$ cat config.mk
export PLATFORM = sky130hd
export DESIGN_NAME = kband_lw_mem_reader
export DESIGN_NICKNAME = d
export VERILOG_FILES = /design/src/rtl/kband_lw_mem_reader.sv
export SDC_FILE = /design/constraint.sdc
export NUM_CORES = 1
export LEC_CHECK = 0
export CORE_ASPECT_RATIO = 1.5
export CORE_MARGIN = 2
export CORE_UTILIZATION = 36
export CTS_CLUSTER_SIZE = 30
export DETAILED_ROUTE_END_ITERATION = 12
export SKIP_CTS_REPAIR_TIMING = 1
export SLEW_MARGIN = 20
export SYNTH_ARGS = -nofsm -noshare
export SYNTH_HDL_FRONTEND = slang
export SYNTH_SLANG_ARGS = --single-unit
$ cat constraint.sdc
create_clock -name clk -period 3.4 [get_ports clk]
set_input_delay 0.34 -clock clk [delete_from_list [all_inputs] [get_ports clk]]
set_output_delay 0.34 -clock clk [all_outputs]
set_load 0.01 [all_outputs]
$ cat src/rtl/kband_lw_mem_reader.sv
// Avalon-MM block reader feeding an Avalon-ST packet through a small
// credit-controlled FIFO; start/base/length control, busy/done status.
// Ports: clk, reset_n, start, base_addr, length, busy, done,
//   avm_address, avm_chipselect, avm_clken, avm_byteenable,
//   avm_readdata, aso_data, aso_valid, aso_ready,
//   aso_startofpacket, aso_endofpacket.
module kband_lw_mem_reader #(
  parameter int DATA_W     = 128,
  parameter int ADDR_W     = 12,
  parameter int FIFO_DEPTH = 4
) (
  input  logic                  clk,
  input  logic                  reset_n,
  input  logic                  start,
  input  logic [ADDR_W-1:0]     base_addr,
  input  logic [ADDR_W:0]       length,
  output logic                  busy,
  output logic                  done,
  output logic [ADDR_W-1:0]     avm_address,
  output logic                  avm_chipselect,
  output logic                  avm_clken,
  output logic [DATA_W/8-1:0]   avm_byteenable,
  input  logic [DATA_W-1:0]     avm_readdata,
  output logic [DATA_W-1:0]     aso_data,
  output logic                  aso_valid,
  input  logic                  aso_ready,
  output logic                  aso_startofpacket,
  output logic                  aso_endofpacket
);

  localparam int PW = $clog2(FIFO_DEPTH);
  localparam int CW = PW + 1;

  typedef enum logic [1:0] {
    IDLE,
    FETCH,
    DRAIN,
    DONE
  } state_t;

  state_t state, state_nx;

  logic [ADDR_W-1:0] base_q;
  logic [ADDR_W:0]   len_q;
  logic [ADDR_W:0]   issued_q;
  logic              inflight_q;
  logic              infl_sop_q;
  logic              infl_eop_q;
  logic              eop_seen_q;

  logic [DATA_W-1:0]   fifo_data [FIFO_DEPTH];
  logic [FIFO_DEPTH-1:0] fifo_sop;
  logic [FIFO_DEPTH-1:0] fifo_eop;
  logic [PW-1:0]       wr_ptr;
  logic [PW-1:0]       rd_ptr;
  logic [CW-1:0]       count;

  logic issue;
  logic is_last;
  logic is_first;
  logic push;
  logic pop;
  logic eop_hs;
  logic drain_ok;

  assign avm_clken      = 1'b1;
  assign avm_byteenable = '1;

  // Credit: a read cannot be stalled once issued, so reserve a slot
  // for the word still in flight.
  assign issue = (state == FETCH) &&
    ((count + CW'(inflight_q)) < CW'(FIFO_DEPTH));

  assign is_first = (issued_q == '0);
  assign is_last  = (issued_q == len_q - (ADDR_W+1)'(1));

  assign avm_chipselect = issue;
  assign avm_address    = base_q + issued_q[ADDR_W-1:0];

  assign push = inflight_q;
  assign aso_valid = (count != '0);
  assign pop  = aso_valid && aso_ready;
  assign eop_hs = pop && fifo_eop[rd_ptr];

  assign aso_data          = fifo_data[rd_ptr];
  assign aso_startofpacket = aso_valid && fifo_sop[rd_ptr];
  assign aso_endofpacket   = aso_valid && fifo_eop[rd_ptr];

  assign busy = (state != IDLE);
  assign done = (state == DONE);

  assign drain_ok = !inflight_q &&
    (eop_hs || eop_seen_q) &&
    ((count - CW'(pop)) == '0);

  always_comb begin
    state_nx = state;
    unique case (state)
      IDLE: begin
        if (start) begin
          if (length == '0) state_nx = DONE;
          else              state_nx = FETCH;
        end
      end
      FETCH: if (issue && is_last) state_nx = DRAIN;
      DRAIN: if (drain_ok) state_nx = DONE;
      DONE:  state_nx = IDLE;
      default: state_nx = IDLE;
    endcase
  end

  always_ff @(posedge clk or negedge reset_n) begin
    if (!reset_n) begin
      state      <= IDLE;
      base_q     <= '0;
      len_q      <= '0;
      issued_q   <= '0;
      inflight_q <= 1'b0;
      infl_sop_q <= 1'b0;
      infl_eop_q <= 1'b0;
      eop_seen_q <= 1'b0;
    end else begin
      state      <= state_nx;
      inflight_q <= issue;
      if (state == IDLE && start && length != '0) begin
        base_q     <= base_addr;
        // anything at or above 2^ADDR_W means the whole memory
        len_q      <= length[ADDR_W] ?
                      {1'b1, {ADDR_W{1'b0}}} : length;
        issued_q   <= '0;
        eop_seen_q <= 1'b0;
      end
      if (issue) begin
        issued_q   <= issued_q + (ADDR_W+1)'(1);
        infl_sop_q <= is_first;
        infl_eop_q <= is_last;
      end
      if (eop_hs) eop_seen_q <= 1'b1;
    end
  end

  always_ff @(posedge clk or negedge reset_n) begin
    if (!reset_n) begin
      wr_ptr <= '0;
      rd_ptr <= '0;
      count  <= '0;
    end else begin
      if (push) wr_ptr <= wr_ptr + PW'(1);
      if (pop)  rd_ptr <= rd_ptr + PW'(1);
      count <= count + CW'(push) - CW'(pop);
    end
  end

  always_ff @(posedge clk or negedge reset_n) begin
    if (!reset_n) begin
      fifo_sop <= '0;
      fifo_eop <= '0;
    end else if (push) begin
      fifo_sop[wr_ptr] <= infl_sop_q;
      fifo_eop[wr_ptr] <= infl_eop_q;
    end
  end

  always_ff @(posedge clk) begin
    if (push) fifo_data[wr_ptr] <= avm_readdata;
  end

endmodule

=== Yosys cells after proc, flatten, opt, wreduce, memory -nomap -nowiden ===
Memory sizes are Yosys's and may differ from the RTL's.
Index checks and enable logic that the tools add are counted.

* Add/sub/neg operators: 8
* Multipliers: 0
* Divide/modulo/power cells: 0
* Order comparisons: 4
* Equal/unequal tests: 7
* Shift-type cells: 0
* Mux-type cells: 20
* Bitwise logic cells: 0
* Reduce and logical (&&, ||, !) cells: 23

{| class="wikitable"
|+ Operator list
! cell !! number
|-
| $mux 13 || 3
|-
| $logic_not 13->1 || 2
|-
| $add 13x1->13 const B || 1
|-
| $eq 13x13->1 || 1
|-
| $reduce_bool 13->1 || 1
|-
| $sub 13x1->13 const B || 1
|-
| $add 12x12->12 || 1
|-
| $logic_and 1x1->1 || 11
|-
| $bwmux 4 || 2
|-
| $mux 2 || 4
|-
| $pmux 2 s4 || 1
|-
| $mux 1 || 7
|-
| $lt 2x3->1 const B || 2
|-
| $reduce_bool 2->1 || 3
|-
| $sub 3x1->3 || 2
|-
| $add 2x1->2 const B || 2
|-
| $bmux 1 s2 || 2
|-
| $eq 2x2->1 const B || 2
|-
| $ne 2x2->1 const B || 2
|-
| $add 3x1->3 || 1
|-
| $logic_not 3->1 || 1
|-
| $lt 3x3->1 const B || 1
|-
| $reduce_and 3->1 || 1
|-
| $reduce_bool 3->1 || 1
|-
| 7 further kinds || 7
|}

* Register bits: 59
* Bits in latches: 0
* Bits in writable memories: 512
* Bits in read-only memories: 0
* Input port bits: 157
* Word-level logic and storage cells: 76
* Memories kept: 1

{| class="wikitable"
|+ Memory list
! name !! depth !! width !! read ports !! clocked after memory_dff !! wr ports !! RTL line !! RTL
|-
| fifo_data || 4 || 128 || 1 || 0 || 1 || 51 || <nowiki>logic [DATA_W-1:0] fifo_data [FIFO_DEPTH];</nowiki>
|}

=== Logic depth before layout (Yosys ltp) ===
Gate-level depths: netlist (run 1).

* Depth after elaboration: 8
* Gate-level depth with buffers: 10
* Gate-level depth less buffers: 10

=== Worst setup path before layout (run 1) ===
Ideal clock, no wire load.

* Kind: register -> register
* Start: register wr_ptr[0]
* End: memory fifo_data[2][0], enable pin
* Setup time: 0.481 ns
* Arrival: 3.195 ns
* Path slack: -0.275 ns
* Cell stages (with the launch flop): 5
* Buffers on the path: 0
* Clock period less this slack: 3.675 ns
* Cells stage by stage: dfrtp_1 -> inv_1 -> ha_1 -> nand2_1 -> inv_1

{| class="wikitable"
|+ RTL lines
! item !! RTL line !! RTL
|-
| from (decl) || 54 || <nowiki>logic [PW-1:0] wr_ptr;</nowiki>
|-
| from (signal assigned) || 148 || <nowiki>if (push) wr_ptr <= wr_ptr + PW'(1);</nowiki>
|-
| to (decl) || 51 ||
|}

Straight into the memory's write port.

=== Final worst setup path (run 1) ===
* Start: register issued_q[1]
* End: output avm_address[9]

* Cells in the longest elaborated chain, start to end: 1

{| class="wikitable"
|+ Ends and longest elaborated chain
! item !! RTL line !! RTL
|-
| from (decl) || 45 || <nowiki>logic [ADDR_W:0] issued_q;</nowiki>
|-
| from (signal assigned) || 134 || <nowiki>issued_q <= issued_q + (ADDR_W+1)'(1);</nowiki>
|-
| $add 12x12->12 || 78 || <nowiki>assign avm_address = base_q + issued_q[ADDR_W-1:0];</nowiki>
|-
| to (decl) || 19 || <nowiki>output logic [ADDR_W-1:0] avm_address,</nowiki>
|}

No other way between the ends.

==> summary.md, run 1 <==
| Metric | Value |
|---|---|
| Reg2Reg Setup Slack | `510 ps` |
| Via density | `4.944` |
| Reg clk slew, reported paths | `60 ps` |
| Port Buf Inserts | `302` |
| Post-synthesis adder-cell area fraction | `0.01667` |
| CP Cell Sequence | `ha_1 -> a21o_1 -> a21oi_2 -> o21a_1 -> o311ai_1 -> buf_4 -> xor2_1 -> clkdlybuf4s50_1` |
| VDD IR max | `0.0005744 V` |
| Routed wire length | `50.24 mm` |
| Seq/Total Area, Yosys | `0.7585` |
| Complex-gate fraction of the synthesized area | `0.01847` |
| Area leader, netlist | `edfxtp_1` |
| Worst Clk Skew | `26.80 ps` |
| CP startpoint | `issued_q[1]` |
| Worst Hold Class | `input port to flip-flop` |
| Worst skew pair latency | `620 ps` |
| Largest net degree at the start of global routing | `59` |
| Reg2Reg Depth | `9` |
| Total grt overflow | `0` |
| Hold WS | `259.4 ps` |
| Final setup margin | `125.6 ps` |
| Largest family of logic cells by synthesized area | `multiplexers` |
| GPL Wtd Cong | `0.8304` |
| Simple-Gate Fraction of Synth Area | `0.04021` |
| RR Startpoint | `len_q[0]` |
| Number of H-tree levels | `2` |
| # clock sinks | `571` |
| DP Worst Slack | `333.0 ps` |
| Period utilisation layout | `0.9631` |
| Top cells by area, synth | `edfxtp_1, mux4_2, dfrtp_1` |
| Busiest grt layer | `met2` |
| GR Util All Layers | `0.1581` |
| Area Growth Syn to Fin | `26.75%` |
| Pleak | `9.614 nW` |
| Synthesized-area fraction occupied by xor and xnor cells | `0.01064` |
| Worst endpoint required time | `3060 ps` |
| Fin cells | `2279` |
| CP endpoint kind | `primary output` |
| DR pass1 iterations | `4` |
| DRT iter0 DRCs | `628` |
| Filler instances | `5233` |
| Clk root buf | `clkbuf_16` |
| Yosys warning count | `0` |
| Worst Max-Slew Pin Slew | `933.6 ps` |
| Capturing point of the worst reg2reg path | `state[0]` |
| Layout cell share with drive strength beyond 1 | `0.1851` |
| First-pass GRT wire length | `74.24 mm` |
| Vias in the first global route | `12220` |
| Cells after Synth | `1098` |
| Die X | `206.8 µm` |
| Crit path to | `avm_address[9]` |
| Antenna violations before repair | `4` |
| CTS max path bufs | `3` |
| Post-Syn Area | `0.02222 mm²` |
| Post-synth top area share | `0.6921` |
| Starting Density | `0.3635` |
| TritonCTS clock tree | `built` |
| DR vias | `11270` |
| MaxCap Viol Count | `0` |
| Number of synthesized flops with an enable pin | `512` |
| GR Layer Usage met2 | `0.2784` |
| CORE AREA | `0.06111 mm²` |
| Crit Path Class | `flip-flop to primary output` |
| Crit-path max cell delay | `550 ps` |
| Post-DP HPWL | `31.46 mm` |
| Crit-path slowest cell | `clkdlybuf4s50_1` |
| Setup-failing EPs final | `0` |
| Cts bufs inserted | `54` |
| Normalized max-slew margin | `0.3776` |
| Rows | `111` |
| Drc violations | `0` |
| Outcome | `finished, final reports clean` |
| Full die area | `0.06375 mm²` |
| NumNets Final | `1628` |
| Hold Path Origin | `base_addr[11]` |
| Power per Cell Area | `837.9 mW/mm²` |
| Die Height | `308.2 µm` |
| Top-Level Pins | `320` |
| Post-route ant nets | `0` |
| Slew Limit Fails | `0` |
| Min Tclk post-route | `3274 ps` |
| Synth unique cells | `60` |
| Placed Cells | `2173` |
| Routed WL per cell | `22.04 µm` |
| GR Util met1 | `0.1807` |
| Worst EP arrival | `2930 ps` |
| Worst Path Max Fanout | `5` |
| Max frequency | `0.3054 GHz` |
| Syn_area_per_cell | `20.23 µm²` |
| Mux share of post-synthesis cell area | `0.1368` |
| Startpoint Class | `flip-flop` |
| M3 GR Usage | `0.04871` |
| Post-synth ARST share | `0.1033` |
| Final hold viol count | `0` |
| Dominant synthesized flop cell | `edfxtp_1` |
| Flops & latches, synth | `571` |
==> sequential cells by signal (all words and copies together), names as in the netlist <==
name / flops
fifo_data: 512
issued_q: 13
len_q: 13
base_q: 12
fifo_eop: 4
fifo_sop: 4
count: 3
rd_ptr: 2
state: 2
wr_ptr: 2
eop_seen_q: 1
infl_eop_q: 1
infl_sop_q: 1
inflight_q: 1
==> synth_stat cells, types with 3 or more instances <==
master / count
o31ai_1: 4
dfrtp_1: 59
edfxtp_1: 512
ha_1: 28
and3_1: 6
mux2_2: 8
or3_1: 4
mux4_2: 130
nand3_1: 13
nor3_1: 6
a21o_1: 3
o21a_1: 3
inv_1: 28
o21ai_0: 29
clkbuf_1: 24
buf_4: 17
o211ai_1: 3
xor2_1: 10
nor2_1: 11
xnor2_1: 17
or4_4: 3
or2_2: 4
buf_1: 17
nand2_1: 87
nor4_1: 7
nand4_1: 4
nor2b_1: 7
nand3b_1: 12
a21oi_1: 6
==> kinds of logic after synthesis <==
group	count (synthesis)
flip-flops	571
AND/OR/NAND/NOR	176
multiplexers	140
buffers and inverters	90
AO/OA/AOI/OAI	64
adder cells (fa/ha/maj)	29
XOR/XNOR	27
other	1
==> report_power, final <==
part	total (mW)	switching [mW]	internal (mW)	leakage (nW)
combinational	8.13	3.90	4.22	3.34
clock	6.10	2.61	3.49	0.879
sequential	9.36	0.528	8.83	5.40
total	23.6	7.04	16.5	9.61
==> worst min-delay path by stage <==
| stage | to | slack, ps | cells past startpoint |
|---|---|---|---|
| final | base_q[11] | 260 | 3 |
| after global routing | base_q[11] | 250 | 3 |
| after CTS | wr_ptr[0] | -150 | 1 |
| after detailed placement | base_q[0] | 480 | 2 |
| after global placement | base_q[7] | 460 | 2 |
| after floorplan | base_q[0] | 40 | 0 |
==> area by class of cell <==
class	count	area [µm²]	area share
flip-flops and latches	571	16860	0.5987
multi-input cells	453	5016	0.1781
repair buffers	333	3363	0.1194
clock buffers	65	1403	0.04981
well taps	791	989.7	0.03515
clock inverters	35	397.9	0.01413
inverters	29	123.9	0.004399
diodes	2	5.005	0.0001777
==> per-layer routing <==
layer / part of all wire / wire length, µm / up-vias
met1: 0.38 / 19090 / 5822
li1: - / - / 5072
met4: 0.028 / 1422 / 4
met2: 0.52 / 26230 / 298
met5: 0.00056 / 28 / -
met3: 0.069 / 3463 / 71
==> critical path: cells and delay by family (launching register included) <==
kind / cells / cell delay, ps
flip-flops: 1 / 440
buffers and inverters: 2 / 730
adder cells (fa/ha/maj): 1 / 300
AO/OA/AOI/OAI: 4 / 740
XOR/XNOR: 1 / 130
==> layout by cell type, fill, tap and decap left out, drive strengths merged, types with 5 or more instances in the layout <==
cell type	Yosys	layout
nor2	11	11
dfrtp	59	59
conb	1	17
buf	37	31
edfxtp	512	512
nor3	6	6
mux4	130	130
nand3	13	13
clkbuf	24	65
nand4	5	5
o21ai	29	29
and3	6	6
xor2	10	10
nor2b	7	7
a21oi	6	6
bufinv	0	7
xnor2	17	17
nand2	87	87
mux2	8	8
nor4	7	7
nand3b	12	12
clkinv	0	23
ha	28	28
clkinvlp	0	7
inv	29	27
clkdlybuf4s50	0	297
==> per-stage QoR <==
stage	setup TNS [ps]	util	area, µm²	total power [mW]
finish	0	0.4608	28160	23.59
global route	-11.48	0.4608	28160	24.77
CTS	-926.4	0.4599	28110	24.01
detailed placement	0	0.4305	26310	17.81
global placement	0	0.4305	26310	17.73
floorplan	0	-	22290	13.77
(Power assumes the default switching activity.)
==> inputs of run 2 (changes only) <==
ABC_AREA = 1   (was unset)
==> summary.md, run 2 <==
| Metric | Value |
|---|---|
| TritonCTS clock tree | `built` |
| Flops & latches, synth | `571 (unchanged)` |
| Worst Max-Slew Pin Slew | `934.9 ps (+1.301 ps)` |
| NumNets Final | `2214 (+36%)` |
| Worst Path Max Fanout | `6 (+1)` |
| Design Power | `24.80 mW (+5.1%)` |
| Top cells by area, synth | `edfxtp_1, dfrtp_1, o21ai_0` |
| Routed wire length | `56.46 mm (+12%)` |
| DR pass1 iterations | `5 (+1)` |
| VDD IR max | `0.0006147 V (+7.0%)` |
| Min Tclk post-route | `3189 ps (-85.34 ps)` |
| Cts bufs inserted | `55 (+1.9%)` |
| Most frequent cells in the layout | `edfxtp_1, clkdlybuf4s50_1, nor2_1` |
| Top-Level Pins | `320 (unchanged)` |
| Seq/Total Area, Yosys | `0.7453 (-0.01326)` |
| Crit Path Class | `flip-flop to primary output` |
| Synth unique cells | `41 (-32%)` |
| Setup_tns | `0 ps (unchanged)` |
| Area leader, netlist | `edfxtp_1` |
| Area Growth Syn to Fin | `25.29%` |
| DRT iter0 DRCs | `983 (+57%)` |
| GPL Wtd Cong | `0.8626 (+3.9%)` |
| Startpoint Class | `flip-flop` |
| Number of H-tree levels | `2 (unchanged)` |
| Post-synth ARST share | `0.1033 (unchanged)` |
| Port Buf Inserts | `302 (unchanged)` |
| Yosys warning count | `0 (unchanged)` |
| Normalized max-slew margin | `0.3767 (-0.0008670)` |
| Synth top cells by count | `edfxtp_1, nor2_1, o21ai_0` |
| Starting Density | `0.3634 (about the same)` |
| Fin util | `0.4553 (-0.005473)` |
| Worst endpoint required time | `3060 ps (about the same)` |
| Worst EP arrival | `2850 ps (-80 ps)` |
| Drc violations | `0 (unchanged)` |
| Design Area, Final | `0.02833 mm² (+0.61%)` |
| Worst Clk Skew | `19.83 ps (-6.967 ps)` |
| Outcome | `finished, final reports clean` |
| Syn_area_per_cell | `13.02 µm² (-36%)` |
| # clock sinks | `571 (unchanged)` |
| Leading registers by flop count | `fifo_data (512), issued_q (13), len_q (13)` |
| Final setup margin | `210.9 ps (+85.34 ps)` |
| First-pass GRT wire length | `86.17 mm (+16%)` |
| Fin cells | `2876 (+26%)` |
| Die X | `208.6 µm (+0.87%)` |
| Cells after Synth | `1737 (+58%)` |
| Layout cell share with drive strength beyond 1 | `0.06319 (-0.1219)` |
| Post-route ant nets | `0 (unchanged)` |
| DP Worst Slack | `495.6 ps (+162.6 ps)` |
| Clk root buf | `clkbuf_16` |
| Dominant synthesized flop cell | `edfxtp_1` |
| Placed Cells | `2768 (+27%)` |
| Post-synth top area share | `0.6800 (-0.01210)` |
| Pleak | `9.655 nW (+0.43%)` |
| Via density | `5.113 (+3.4%)` |
| Die Height | `310.9 µm (+0.87%)` |
| Worst skew pair latency | `620 ps (about the same)` |
| Full die area | `0.06487 mm² (+1.8%)` |
| Number of flip-flops in the largest register | `512 (unchanged)` |
| Hold WS | `297.4 ps (+38.02 ps)` |
| Antenna violations before repair | `11 (+7)` |
| Most flops, register | `fifo_data` |
| Post-DP HPWL | `33.38 mm (+6.1%)` |
| Slew Limit Fails | `0 (unchanged)` |
| Most common cell in the netlist | `edfxtp_1` |
| Worst Hold Class | `input port to flip-flop` |
| CTS max path bufs | `3 (unchanged)` |
| Post-Syn Area | `0.02261 mm² (+1.8%)` |
| Max frequency | `0.3136 GHz (+2.7%)` |
| CP endpoint kind | `primary output` |
| Period utilisation layout | `0.9380 (-0.02510)` |
| GR Util All Layers | `0.1714 (+0.01324)` |
| MaxCap Viol Count | `0 (unchanged)` |
| Filler instances | `5638 (+7.7%)` |
| Vias in the first global route | `14970 (+23%)` |
| Dpl cell area | `0.02656 mm² (+0.96%)` |
| Most common cell after layout, fill and taps aside | `edfxtp_1` |
| RSZ-0062 raised after global routing | `false` |
| Rows | `112 (+0.90%)` |
| Largest net degree at the start of global routing | `151 (+160%)` |
| Number of synthesized flops with an enable pin | `512 (unchanged)` |
| Power per Cell Area | `875.3 mW/mm² (+4.5%)` |
| Routed WL per cell | `19.63 µm (-11%)` |
| Final hold viol count | `0 (unchanged)` |
| Reg clk slew, reported paths | `60 ps (about the same)` |
| Setup-failing EPs final | `0 (unchanged)` |
| DR vias | `14710 (+31%)` |
| Total grt overflow | `0 (unchanged)` |
| CORE AREA | `0.06222 mm² (+1.8%)` |
==> run 2: cell types whose count changed after synthesis, sizes merged, moves of 8 or more <==
| cell | delta |
|---|---|
| o22ai | +132 |
| clkbuf | +58 |
| xnor2 | -8 |
| nand3 | +10 |
| mux2 | -8 |
| nand2 | +48 |
| nor2 | +294 |
| o21ai | +268 |
| nand3b | -11 |
| a21oi | +12 |
| buf | -8 |
| xor2 | +12 |
| inv | +25 |
| mux4 | -130 |
==> run 2: routing by layer <==
metal / track usage / up-vias / part of all wire / routed length [µm]
met4: 0.05292 / 14 / 0.021 / 1206
met2: 0.3008 / 400 / 0.50 / 28300
met5: 0 / - / 0.0017 / 94
met3: 0.05400 / 84 / 0.073 / 4124
li1: - / 6878 / - / -
met1: 0.1995 / 7329 / 0.40 / 22730
==> run 2: final timing paths <==
kind | startpoint | to | slack [ps] | depth (start not counted)
worst max-delay path | issued_q[4] | avm_address[9] | 210 | 7
worst min-delay path | base_addr[0] | base_q[0] | 300 | 3
worst max register to register | inflight_q | state[0] | 1100 | 13
worst min register to register | base_q[3] | base_q[3] | 490 | 2
max in group asynchronous | reset_n | rd_ptr[1] | 2090 | 3
min in group asynchronous | reset_n | base_q[6] | 420 | 2
==> run 2: area by class of cell <==
class,count,area (µm²),area share
clock buffer,67,1421,0.05017
antenna,5,12.51,0.0004417
inverter,55,227.7,0.008039
multi-input combinational,1016,5115,0.1806
clock inverter,35,314.1,0.01109
tap,798,998.5,0.03525
sequential,571,16860,0.5952
timing repair buffer,329,3379,0.1193
==> run 2: logic make-up (layout without fill, tap and decap cells) <==
group                      count (synthesis)  count (layout)  share of synthesized area
muxes                                      2               2                  0.0008854
other                                      1              22                  0.0001659
adders and majority gates                 29              29                    0.01638
buffers and inverters                    166             486                    0.03143
DFF                                      571             571                     0.7453
xor gates and xnor gates                  31              31                    0.01201
and+or+nand+nor                          482             482                    0.08450
AOI/OAI and AO/OA                        455             455                     0.1093
==> run 2: worst max-delay path: stages (launching register included) <==
cell             delay, ps
dfrtp_1                460
ha_1                   430
a21oi_1                100
o21ai_1                170
a21oi_1                 90
o21ai_0                230
xor2_1                 200
clkdlybuf4s50_1        570
==> run 2: power by group <==
part / switching [mW] / leakage, nW / total [mW] / internal, mW
logic: 5.74 / 3.45 / 9.77 / 4.03
registers: 0.378 / 5.39 / 9.18 / 8.80
clock network: 2.62 / 0.816 / 5.85 / 3.23
==> inputs of run 3 (changes only) <==
CORE_UTILIZATION = 45   (was 36)
PLACE_DENSITY = 0.7   (was unset)
==> summary.md, run 3 (synthesis results as in run 2) <==
| Metric | Value |
|---|---|
| Outcome | `finished, final reports clean` |
| Most frequent cells in the layout | `edfxtp_1, clkdlybuf4s50_1, nor2_1` |
| Area Growth Syn to Fin | `24.31%` |
| GR Util All Layers | `0.2052 (+0.03382)` |
| DR vias | `14820 (+0.77%)` |
| Design Area, Final | `0.02811 mm² (-0.78%)` |
| Via density | `5.424 (+6.1%)` |
| Worst Hold Class | `input port to async pin` |
| MaxCap Viol Count | `0 (unchanged)` |
| M3 GR Usage | `0.06595 (+0.01196)` |
| Fin util | `0.5658 (+0.1105)` |
| Normalized max-slew margin | `0.4151 (+0.03842)` |
| Final hold viol count | `0 (unchanged)` |
| Most flops, register | `fifo_data` |
| Number of H-tree levels | `2 (unchanged)` |
| Layout cell share with drive strength beyond 1 | `0.06059 (-0.002602)` |
| Setup_tns | `0 ps (unchanged)` |
| DP Worst Slack | `554.2 ps (+58.62 ps)` |
| Clk root buf | `clkbuf_16` |
| Capturing point of the worst reg2reg path | `issued_q[12]` |
| Die Height | `278.5 µm (-10%)` |
| RR Startpoint | `inflight_q` |
| Max frequency | `0.3115 GHz (-0.67%)` |
| CP endpoint kind | `primary output` |
| Sw Share | `0.3461 (-0.006162)` |
| TritonCTS clock tree | `built` |
| Die X | `187.0 µm (-10%)` |
| Reg power frac | `0.371 (about the same)` |
| Routed WL per cell | `19.75 µm (+0.59%)` |
| Dpl cell area | `0.02638 mm² (-0.68%)` |
| RSZ-0062 raised after global routing | `false` |
| Startpoint Class | `flip-flop` |
| # clock sinks | `571 (unchanged)` |
| Number of flip-flops in the largest register | `512 (unchanged)` |
| Worst skew pair latency | `600 ps (-20 ps)` |
| NumNets Final | `2212 (-0.090%)` |
| Design Power | `24.74 mW (-0.24%)` |
| DRT iter0 DRCs | `734 (-25%)` |
| Full die area | `0.05209 mm² (-20%)` |
| GPL Wtd Cong | `0.8759 (+1.5%)` |
| Drc violations | `0 (unchanged)` |
| DR pass1 iterations | `5 (unchanged)` |
| Int Power | `16.18 mW (+0.71%)` |
| Reg2Reg Depth | `10 (-3)` |
| Filler instances | `3980 (-29%)` |
| Worst Clk Skew | `19.79 ps (-0.04280 ps)` |
| Starting Density | `0.4552 (+0.09179)` |
| Reg2Reg Setup Slack | `1020 ps (-80 ps)` |
| Cts bufs inserted | `52 (-5.5%)` |
| Leading registers by flop count | `fifo_data (512), issued_q (13), len_q (13)` |
| Reg clk slew, reported paths | `60 ps (about the same)` |
| Worst endpoint required time | `3060 ps (about the same)` |
| CTS max path bufs | `3 (unchanged)` |
| GR Util met1 | `0.2232 (+0.02365)` |
| Rows | `100 (-11%)` |
| Worst EP arrival | `2870 ps (+20 ps)` |
| Power per Cell Area | `880.1 mW/mm² (+0.55%)` |
| Post-route ant nets | `0 (unchanged)` |
| Worst Path Buf+Inv | `1 (unchanged)` |
| Sequential cell area | `0.01686 mm² (about the same)` |
| Vias in the first global route | `15450 (+3.2%)` |
| Pleak | `9.672 nW (+0.17%)` |
| Crit-path max cell delay | `560 ps (about the same)` |
| Post-DP HPWL | `32.11 mm (-3.8%)` |
| Slew Limit Fails | `0 (unchanged)` |
| Most common cell after layout, fill and taps aside | `edfxtp_1` |
| VDD IR max | `0.0006896 V (+12%)` |
| Logic pwr share | `0.395 (about the same)` |
| First-pass GRT wire length | `83.34 mm (-3.3%)` |
| CORE AREA | `0.04967 mm² (-20%)` |
| Period utilisation layout | `0.9443 (+0.006284)` |
| Port Buf Inserts | `302 (unchanged)` |
| Antenna violations before repair | `13 (+2)` |
| Switch Pwr | `8.562 mW (-2.0%)` |
| Multi-input gate area | `0.005112 mm² (about the same)` |
| Largest net degree at the start of global routing | `132 (-13%)` |
| Crit Path Class | `flip-flop to primary output` |
| Worst Max-Slew Pin Slew | `877.3 ps (-57.63 ps)` |
| GR Layer Usage met2 | `0.3642 (+0.06344)` |
| Top-Level Pins | `320 (unchanged)` |
| Routed wire length | `53.95 mm (-4.5%)` |
| CP Cell Sequence | `ha_1 -> a21oi_1 -> o21ai_0 -> a21oi_1 -> o21ai_0 -> xor2_1 -> clkdlybuf4s50_1` |
| Setup-failing EPs final | `0 (unchanged)` |
| Clock Power Share | `0.235 (about the same)` |
| Final setup margin | `189.5 ps (-21.37 ps)` |
| Crit-path slowest cell | `clkdlybuf4s50_1` |
| Worst Path Max Fanout | `6 (unchanged)` |
| Min Tclk post-route | `3210 ps (+21.37 ps)` |
| Total grt overflow | `0 (unchanged)` |
| CP top delay family | `compound AO/OA/AOI/OAI gates` |
| Busiest grt layer | `met2` |
==> run 3: cell count changes in the layout (fill, tap and decap cells not counted), sizes merged <==
cell and change:
buf +1, bufinv +3, clkinvlp -8, clkinv -2, clkbuf -7, diode +1
inv +3
==> run 3: cell type report <==
class,instances,share of cell area
Antenna cell,6,0.0005342
Clock buffer,60,0.04812
Clock inverter,31,0.01197
Inverter,55,0.008102
Multi-Input combinational cell,1016,0.1819
Sequential cell,571,0.5998
Tap cell,663,0.02951
Timing Repair Buffer,330,0.1201
==> run 3: routing by layer <==
layer	vias up	share of wire	routed length, µm
met5	-	0.0016	85
met4	14	0.034	1852
met3	126	0.079	4272
met2	463	0.51	27770
met1	7329	0.37	19960
li1	6886	-	-
==> run 3: worst max-delay path by stage <==
stage	end	start	depth (start not counted)
6_report	avm_address[9]	issued_q[4]	7
3_3_place_gp	avm_address[8]	issued_q[0]	12
3_5_place_dp	avm_address[8]	issued_q[0]	12
5_1_grt	aso_data[56]	rd_ptr[0]	5
4_1_cts	avm_address[8]	issued_q[0]	12
2_1_floorplan	fifo_data[2][0]	wr_ptr[0]	4
==> run 3: per-stage QoR <==
stage,hold WS [ps],std cells
finish,239.7,2732
global route,268.9,2732
CTS,-306.0,2724
detailed placement,329.5,2633
global placement,318.7,2633
floorplan,44.41,1753
==> run 3: power by group through the flow <==
stage | combinational, mW | clock, mW | sequential, mW
after global placement | 9.60 | 0 | 9.26
final | 9.76 | 5.80 | 9.17
after CTS | 9.86 | 5.93 | 9.17
after floorplan | 5.01 | 0 | 9.24
after detailed placement | 9.77 | 0 | 9.31
after global routing | 10.7 | 6.17 | 9.26
==> RTL edit, RTL diff (settings of run 2) <==
The parameter `DATA_W` goes from 128 to 136.
--- a/src/rtl/kband_lw_mem_reader.sv
+++ b/src/rtl/kband_lw_mem_reader.sv
@@ -6,5 +6,5 @@
 //   aso_startofpacket, aso_endofpacket.
 module kband_lw_mem_reader #(
-  parameter int DATA_W     = 128,
+  parameter int DATA_W     = 136,
   parameter int ADDR_W     = 12,
   parameter int FIFO_DEPTH = 4
Ports: changed (resized aso_data, avm_byteenable and avm_readdata); port bits go from 320 to 337. No check against the original RTL was run, so the function may have changed too.
==> RTL edit against run 2 <==
Design area increased by 6.7%; routed wire length is 8.1% higher; non-clock buffer count up 27; sequential cell count increased by 32; first-iteration DRC count is 6.5% higher; setup slack got worse by 42 ps; clock power is 14% higher; area after synthesis increased by 5.6%; total power up 8.0%; final cell count rose by 7.5%; maximum frequency down 1.3%; largest cell class unchanged.
==> RTL edit: results (changes against run 2) <==
global-route wire length before repair=91,900 um (was 86,200 um); dpl cell area=28,200 um2 (was 26,600 um2); DRT iter0 DRCs=1,047 (was 983); EDFF count, synth=544 (was 512); met2 WL=31,600 um (was 28,300 um); dominant cells by area after synthesis=edfxtp_1 (68%), o21ai_0 (6.6%), dfrtp_1 (6.2%) (was edfxtp_1 (68%), dfrtp_1 (6.5%), o21ai_0 (6.5%)); Top Registers=fifo_data: 544 flops, issued_q: 13 flops, len_q: 13 flops (was fifo_data: 512 flops, issued_q: 13 flops, len_q: 13 flops); total global-route track usage=17.4% (was 17.1%); Adder-Cell Fraction of Synth Area=1.55% (was 1.64%); wire length on met3=3960 um (was 4120 um); worst slew pin tran=1000 ps (was 935 ps); largest net degree at the start of global routing=171 (was 151); Netlist cell types=38 (was 41); TritonCTS Buffers=57 (was 55); Buffers on Ports=318 (was 302); multiplexer share of the synthesized area=0.0839% (was 0.0885%); status=completed (unchanged); drt wl/cell=19.7 um (was 19.6 um); Via density=5.07 (was 5.11); initial antenna violation count=8 (was 11); share of layout cells above drive strength 1=6.93% (was 6.32%); Final GP Congestion=0.859 (was 0.863); vias in the first global route=16,000 (was 15,000); cell area after layout=30,200 um2 (was 28,300 um2); Leak Pwr=10.4 nW (was 9.66 nW)
[RTL edit: area by class of cell]
class,count,share of cell area [%]
well taps,877,3.63
multi-input cells,1073,17.7
inverters,71,0.964
clock buffers,67,4.91
repair buffers,356,12.1
diodes,5,0.0414
flip-flops and latches,603,58.9
clock inverters,39,1.66
[RTL edit: critical path, cell delays in order, from the launching register on]
cell,delay [ps]
dfrtp_1,460
ha_4,270
a21oi_1,150
nand2_1,140
nand2_1,90
nand2_1,60
a21oi_2,200
o21ai_2,100
nand2_1,70
nand2_1,50
xor2_1,150
clkdlybuf4s50_1,560
[RTL edit: stage by stage]
step | instances | setup WS (ps)
2_1_floorplan | 1862 | 194
3_3_place_gp | 2977 | 442
4_1_cts | 3083 | -200
3_5_place_dp | 2977 | 490
6_report | 3091 | 169
5_1_grt | 3091 | 9.24
[RTL edit: path summary, 6_finish.rpt]
kind | startpoint | endpoint | slack (ps) | depth (start not counted)
setup / recovery | issued_q[2] | avm_address[9] | 170 | 11
hold / removal | reset_n | issued_q[4] | 280 | 2
setup reg to reg | wr_ptr[0] | fifo_data[3][114] | 950 | 4
hold reg to reg | fifo_eop[0] | fifo_eop[0] | 480 | 2
max in group asynchronous | reset_n | len_q[5] | 2380 | 3
min in group clk | base_addr[0] | base_q[0] | 280 | 3
[RTL edit: power by group]
part	switching (mW)	internal [mW]	total (mW)	leakage [nW]
registers	0.381	9.30	9.68	5.68
logic	6.11	4.29	10.4	3.73
clock network	2.73	3.97	6.69	0.963
total	9.22	17.6	26.8	10.4
[RTL edit: per-layer routing]
layer  GRT usage [%]  up-vias
li1                -     7308
met1            19.2     7801
met2            31.6      453
met3            4.55      109
met4            7.07        6
met5               0        -
